$ cat src/rtl/down_counter_sched_if.sv
// down_counter_sched_if: request/grant and shared-counter signals between requesters, scheduler and counter
interface down_counter_sched_if #(parameter int WIDTH = 8);
    logic [2:0]       req;
    logic [2:0]       gnt;
    logic [2:0]       done;
    logic [WIDTH-1:0] dly0;
    logic [WIDTH-1:0] dly1;
    logic [WIDTH-1:0] dly2;
    logic [WIDTH-1:0] cnt_pi;
    logic             busy;
    logic             cnt_ld;
    logic             cnt_en;
    logic             cnt_co;
    modport slave (input req, dly0, dly1, dly2, cnt_co, output gnt, done, busy, cnt_ld, cnt_en, cnt_pi);
    modport master (output req, dly0, dly1, dly2, cnt_co, input gnt, done, busy, cnt_ld, cnt_en, cnt_pi);
endinterface

$ cat src/rtl/down_counter_sched.sv
// down_counter_sched: round-robin arbiter sharing one down counter among three delay requesters
module down_counter_sched #(parameter int WIDTH = 8) (
    input logic                clk,
    input logic                rst,
    down_counter_sched_if.slave bus
);
    typedef enum logic [1:0] {IDLE, LOAD, RUN, DONE} state_t;
    state_t           state, state_n;
    logic [1:0]       rr_ptr, gnt_idx, win_idx, p1, p2;
    logic [2:0]       gnt_q;
    logic [WIDTH-1:0] dly_q, win_dly;
    // pick the first requester at or after rr_ptr, wrapping 0->1->2->0
    always_comb begin
        p1 = (rr_ptr == 2'd2) ? 2'd0 : rr_ptr + 2'd1;
        p2 = (rr_ptr == 2'd0) ? 2'd2 : rr_ptr - 2'd1;
        win_idx = bus.req[rr_ptr] ? rr_ptr : bus.req[p1] ? p1 : p2;
        win_dly = (win_idx == 2'd0) ? bus.dly0 : (win_idx == 2'd1) ? bus.dly1 : bus.dly2;
    end
    // next-state: one LOAD cycle, RUN until carry-out, one DONE cycle
    always_comb begin
        state_n = state;
        state_n = (state == IDLE) ? ((|bus.req) ? LOAD : IDLE) :
                  (state == LOAD) ? RUN :
                  (state == RUN)  ? (bus.cnt_co ? DONE : RUN) : IDLE;
    end
    // state register
    always_ff @(posedge clk or negedge rst) begin
        if (!rst) state <= IDLE;
        else state <= state_n;
    end
    // grant/delay capture on acceptance, pointer rotation and grant release on completion
    always_ff @(posedge clk or negedge rst) begin
        if (!rst) begin
            rr_ptr  <= 2'd0;
            gnt_idx <= 2'd0;
            gnt_q   <= 3'b000;
            dly_q   <= '0;
        end else if (state == IDLE && |bus.req) begin
            gnt_idx <= win_idx;
            gnt_q   <= 3'b001 << win_idx;
            dly_q   <= win_dly;
        end else if (state == DONE) begin
            rr_ptr <= (gnt_idx == 2'd2) ? 2'd0 : gnt_idx + 2'd1;
            gnt_q  <= 3'b000;
        end
    end
    assign bus.gnt    = gnt_q;
    assign bus.done   = (state == DONE) ? gnt_q : 3'b000;
    assign bus.busy   = state != IDLE;
    assign bus.cnt_ld = state == LOAD;
    assign bus.cnt_en = state == RUN;
    assign bus.cnt_pi = dly_q;
endmodule

$ cat src/flat_wrapper.sv
// flat-port wrapper written by rule: the top's interface ports become plain ports
module down_counter_sched_flat 
#(parameter int WIDTH = 8)
  (clk, rst, bus_req, bus_dly0, bus_dly1, bus_dly2, bus_cnt_co, bus_gnt, bus_done, bus_busy, bus_cnt_ld, bus_cnt_en, bus_cnt_pi);
  down_counter_sched_if #(.WIDTH(WIDTH)) bus_i ();
  input logic clk;
  input logic rst;
  input wire logic [$bits(bus_i.req)-1:0] bus_req;
  input wire logic [$bits(bus_i.dly0)-1:0] bus_dly0;
  input wire logic [$bits(bus_i.dly1)-1:0] bus_dly1;
  input wire logic [$bits(bus_i.dly2)-1:0] bus_dly2;
  input wire logic [$bits(bus_i.cnt_co)-1:0] bus_cnt_co;
  output wire logic [$bits(bus_i.gnt)-1:0] bus_gnt;
  output wire logic [$bits(bus_i.done)-1:0] bus_done;
  output wire logic [$bits(bus_i.busy)-1:0] bus_busy;
  output wire logic [$bits(bus_i.cnt_ld)-1:0] bus_cnt_ld;
  output wire logic [$bits(bus_i.cnt_en)-1:0] bus_cnt_en;
  output wire logic [$bits(bus_i.cnt_pi)-1:0] bus_cnt_pi;
  assign bus_i.req = bus_req;
  assign bus_i.dly0 = bus_dly0;
  assign bus_i.dly1 = bus_dly1;
  assign bus_i.dly2 = bus_dly2;
  assign bus_i.cnt_co = bus_cnt_co;
  assign bus_gnt = bus_i.gnt;
  assign bus_done = bus_i.done;
  assign bus_busy = bus_i.busy;
  assign bus_cnt_ld = bus_i.cnt_ld;
  assign bus_cnt_en = bus_i.cnt_en;
  assign bus_cnt_pi = bus_i.cnt_pi;
  down_counter_sched #(.WIDTH(WIDTH)) u_core (.clk(clk), .rst(rst), .bus(bus_i));
endmodule
$ cat config.mk
export PLATFORM = sky130hd
export DESIGN_NAME = down_counter_sched_flat
export DESIGN_NICKNAME = d
export VERILOG_FILES = /design/src/rtl/down_counter_sched_if.sv /design/src/rtl/down_counter_sched.sv /design/src/flat_wrapper.sv
export SDC_FILE = /design/constraint.sdc
export NUM_CORES = 1
export LEC_CHECK = 0
export CAP_MARGIN = 0
export CORE_MARGIN = 10
export CORE_UTILIZATION = 40
export CTS_CLUSTER_DIAMETER = 40
export DETAILED_ROUTE_END_ITERATION = 7
export MAX_ROUTING_LAYER = met4
export PLACE_DENSITY = 0.78
export SYNTH_ARGS = -nofsm -noshare
export SYNTH_HDL_FRONTEND = slang
export SYNTH_SLANG_ARGS = --single-unit
$ cat constraint.sdc
create_clock -name clk -period 2.7 [get_ports clk]
set_clock_uncertainty 0.1 [all_clocks]
set_input_delay 0.54 -clock clk [delete_from_list [all_inputs] [get_ports clk]]
set_output_delay 0.54 -clock clk [all_outputs]
set_load 0.02 [all_outputs]
==> impl_summary.txt, run 1 <==
----------------------------------------------------
[Route]
  Met2 Wirelength ... 1588 um
  DR vias/cell ... 5.268
  WL final ... 3016 um
  DRC viols ... 0
  DRT Pass-1 Iters ... 4
  Average routed wire per standard cell ... 16.85 um
  Top metal layer carrying routed signals ... met4
  Vias after detailed routing ... 943
  Antenna violation net count after detailed routing ... 0
  Drt initial violations ... 81
  Wire length on met3 ... 63 um
  Wl on met1 ... 1337 um

[Min path]
  Origin of the worst min-delay path ... u_core.gnt_idx[1]
  Instance count along the most critical hold path ... 1
  Type of the most critical hold path ... flop to flop
  Hold Path End ... u_core.rr_ptr[0]

[Timing]
  Number of hold violations in the final report ... 0
  Total count of max-transition violations in the final report ... 0
  Count of endpoints failing setup in the final report ... 0
  Normalized max-slew margin ... 45.36%
  Post-layout worst setup margin ... 0.2885 ns
  Max Fclk ... 0.4147 GHz
  Clock period minus worst slack ... 2.411 ns
  Unrepaired setup endpoints after global routing ... no
  Ratio of final minimum period to clock period ... 89.31%
  Worst Max-Slew Pin Slew ... 0.8170 ns
  Aggregate negative setup slack ... 0 ns

[Setup path]
  Number of stages on the worst setup path ... 3
  Crit Path Max Fanout ... 7
  Critical Path AT ... 1.77 ns
  Worst path buffer plus inverter count ... 1
  Critical path capture point type ... primary output
  Longest individual stage delay on the worst path ... 0.61 ns
  Critical Setup Path Class ... flop to primary output
  CP cell instances ... ha_1, and2_1, clkdlybuf4s50_1
  Worst reg-to-reg path cell count ... 8
  Element type at the critical path start ... flop
  Launch point of the worst reg-to-reg path ... u_core.rr_ptr[0]
  End of the worst register-to-register path ... u_core.bus.cnt_pi[5]
  Family with the most delay on the worst path ... buffers and inverters
  Setup slack of the most critical reg-to-reg path ... 0.56 ns
  CP max stage cell ... clkdlybuf4s50_1
  Required time of the critical path ... 2.06 ns

[CTS]
  Clock tree from TritonCTS ... built
  Cell at the root of the clock tree ... clkbuf_4
  Post-cts sizing count ... 0
  Clock transition time at the flip-flop clock pins of the worst setup and hold paths ... 0.10 ns
  TritonCTS Sinks ... 17
  Setup fix buffers added after clock tree synthesis ... 0
  Largest buffer count on any clock path ... 2
  TritonCTS Buffers ... 3
  Number of levels the H-tree was split into ... 1
  Number of hold-repair buffers added at the cts stage ... 0
  Clock insertion delay at the later pin of the skew report ... 0.29 ns

[GRT]
  Congestion Overflow GR ... 0
  Pin count of the biggest net entering global routing ... 22
  First-pass GRT wire length ... 4981 um
  Initial antenna violation count ... 0
  Global router's overall resource usage ... 12.56%
  Vias in the first global route ... 1001

[Power]
  Logic gate share of total power ... 64.8%
  Leakage dissipation ... 0.6561 nW
  Portion of total power attributed to sequential cells ... 26.6%
  Switching power share of the total ... 45.02%
  Switching power summed over all nets ... 0.7693 mW
  Power density cells ... 1104 nW/um^2
  VDD IR max ... 0.6224 mV
  Clock power share ... 8.5%
  Cell internal power dissipation ... 0.9395 mW

[Yosys]
  Unique masters post-synth ... 26
  Synthesized net count ... 137
  Post-synth top area share ... 42.13%
  Number of synthesis warnings ... 0
  Gate Count Post-Synth ... 100
  Post-Syn Area per Cell ... 10.10 um^2
  Netlist Area Pre-Place ... 1010 um^2
  Share of synthesized area occupied by flip-flops and latches ... 42.13%
  Top cells by area, synth ... dfrtp_1, mux2i_1, ha_1
  Flip-flop and latch count after synthesis ... 17
  Post-synth top area cell ... dfrtp_1

[Placed design]
  Routability congestion estimate ... 0.8504
  Final HPWL DP ... 2419 um
  Number of input and output port buffers inserted ... 46
  DP Worst Slack ... 0.2751 ns

[Status]
  Run status ... complete, no violations

[Floorplan]
  Width of the die ... 70.24 um
  Height of the die ... 70.24 um
  Number of top-level pins ... 47
  Count of standard-cell rows ... 18
  Core footprint ... 2432 um^2
  Die outline area ... 4934 um^2
  Effective utilization at floorplan ... 41.51%

[Run]
  # Max-Cap Violations ... 0

[Final layout]
  Relative area change from synthesis to final layout ... 53.28%
  Share of layout cells above drive strength 1 ... 6.040%
  Net total in the final layout ... 187
  Ant. Diodes ... 0

----------------------------------------------------
## worst register-to-register path, delay by kind of cell (launching register included)
kind	cells	cell delay, ns
AOI/OAI and AO/OA	3	0.58
adders and majority gates	1	0.25
buffers and inverters	3	0.42
DFF	1	0.47
muxes	1	0.22
## sequential cells by signal, summed over array words and instances, names as in the netlist
name               count
u_core.bus.cnt_pi      8
u_core.gnt_idx         2
u_core.bus.gnt         3
u_core.rr_ptr          2
u_core.state           2
## metrics by stage
step	cell area (um^2)	std cells	util [%]	power (mW)	hold WS (ns)
3_5_place_dp	1520	175	62.50	1.580	0.3732
6_report	1548	179	63.63	1.709	0.3886
3_3_place_gp	1520	175	62.50	1.537	0.3512
4_1_cts	1548	179	63.63	1.724	0.3874
5_1_grt	1548	179	63.63	1.844	0.4386
2_1_floorplan	1010	100	-	1.142	0.1444
## cell type report
| type | count | area [um^2] |
|---|---|---|
| inverter | 8 | 30.03 |
| tap | 30 | 37.54 |
| timing repair buffer | 48 | 488.0 |
| clock inverter | 1 | 5.005 |
| fill | 205 | 884.6 |
| multi-input combinational | 72 | 539.3 |
| clock buffer | 3 | 22.52 |
| sequential | 17 | 425.4 |
## cell families after synthesis
group                    share of synthesized area, %
AO/OA/AOI/OAI                                   21.93
AND/OR/NAND/NOR                                 12.39
flip-flops                                      42.13
buffers and inverters                           4.956
multiplexers                                    9.914
adder cells (fa/ha/maj)                         8.674
## cell usage in the layout, fill, tap and decap left out, drive strengths merged
| cell type | count |
|---|---|
| nor3b | 1 |
| o2bb2ai | 1 |
| o31ai | 5 |
| clkbuf | 3 |
| a221o | 1 |
| and2 | 3 |
| a21o | 1 |
| nor2 | 2 |
| nand3 | 1 |
| o21bai | 1 |
| mux2i | 10 |
| clkdlybuf4s50 | 46 |
| ha | 7 |
| nand2b | 4 |
| dfrtp | 17 |
| o21ai | 14 |
| nand3b | 3 |
| nand2 | 7 |
| a21oi | 1 |
| a32oi | 8 |
| nor2b | 2 |
| clkinv | 1 |
| inv | 8 |
| buf | 2 |
## synth_stat cells (all sizes together)
cell and instances:
a21o 1, a21oi 1, a221o 1, a32oi 8, and2 3, buf 2
clkbuf 1, dfrtp 17, ha 7, inv 8, mux2i 10, nand2 7
nand2b 4, nand3 1, nand3b 3, nor2 2, nor2b 2, nor3b 1
o21ai 14, o21bai 1, o2bb2ai 1, o31ai 5
## routing by layer
layer  vias to the layer above  GRT usage, %
li1                        464             -
met1                       461         15.00
met2                        16         20.46
met3                         2         1.412
met4                         0         5.921
met5                         -             -
## how the worst max path moves through the flow
stage                startpoint              endpoint  slack (ns)
3_5_place_dp         bus_req[0]  u_core.bus.cnt_pi[5]        0.28
6_report        u_core.state[0]           bus_done[2]        0.29
4_1_cts         u_core.state[0]           bus_done[2]        0.26
2_1_floorplan  u_core.rr_ptr[0]  u_core.bus.cnt_pi[0]        0.74
3_3_place_gp         bus_req[0]  u_core.bus.cnt_pi[2]        0.31
5_1_grt         u_core.state[1]           bus_done[2]        0.19
## power by group through the flow
stage                     logic [mW]  registers [mW]  clock network, mW
after CTS                       1.12           0.454              0.148
after global placement          1.09           0.451                  0
final                           1.11           0.455              0.146
after global routing            1.21           0.471              0.160
after detailed placement        1.12           0.461                  0
after floorplan                0.600           0.542                  0
(Power assumes the default switching activity.)
==> inputs of run 2 (changes only) <==
--- a/config.mk
+++ b/config.mk
@@ -9,6 +9,7 @@
 export CORE_MARGIN = 10
 export CORE_UTILIZATION = 40
 export CTS_CLUSTER_DIAMETER = 40
+export CTS_CLUSTER_SIZE = 20
 export DETAILED_ROUTE_END_ITERATION = 7
 export MAX_ROUTING_LAYER = met4
 export PLACE_DENSITY = 0.78
==> results of run 2 <==
No change in the layout: final DEF, timing and power equal those of run 1.
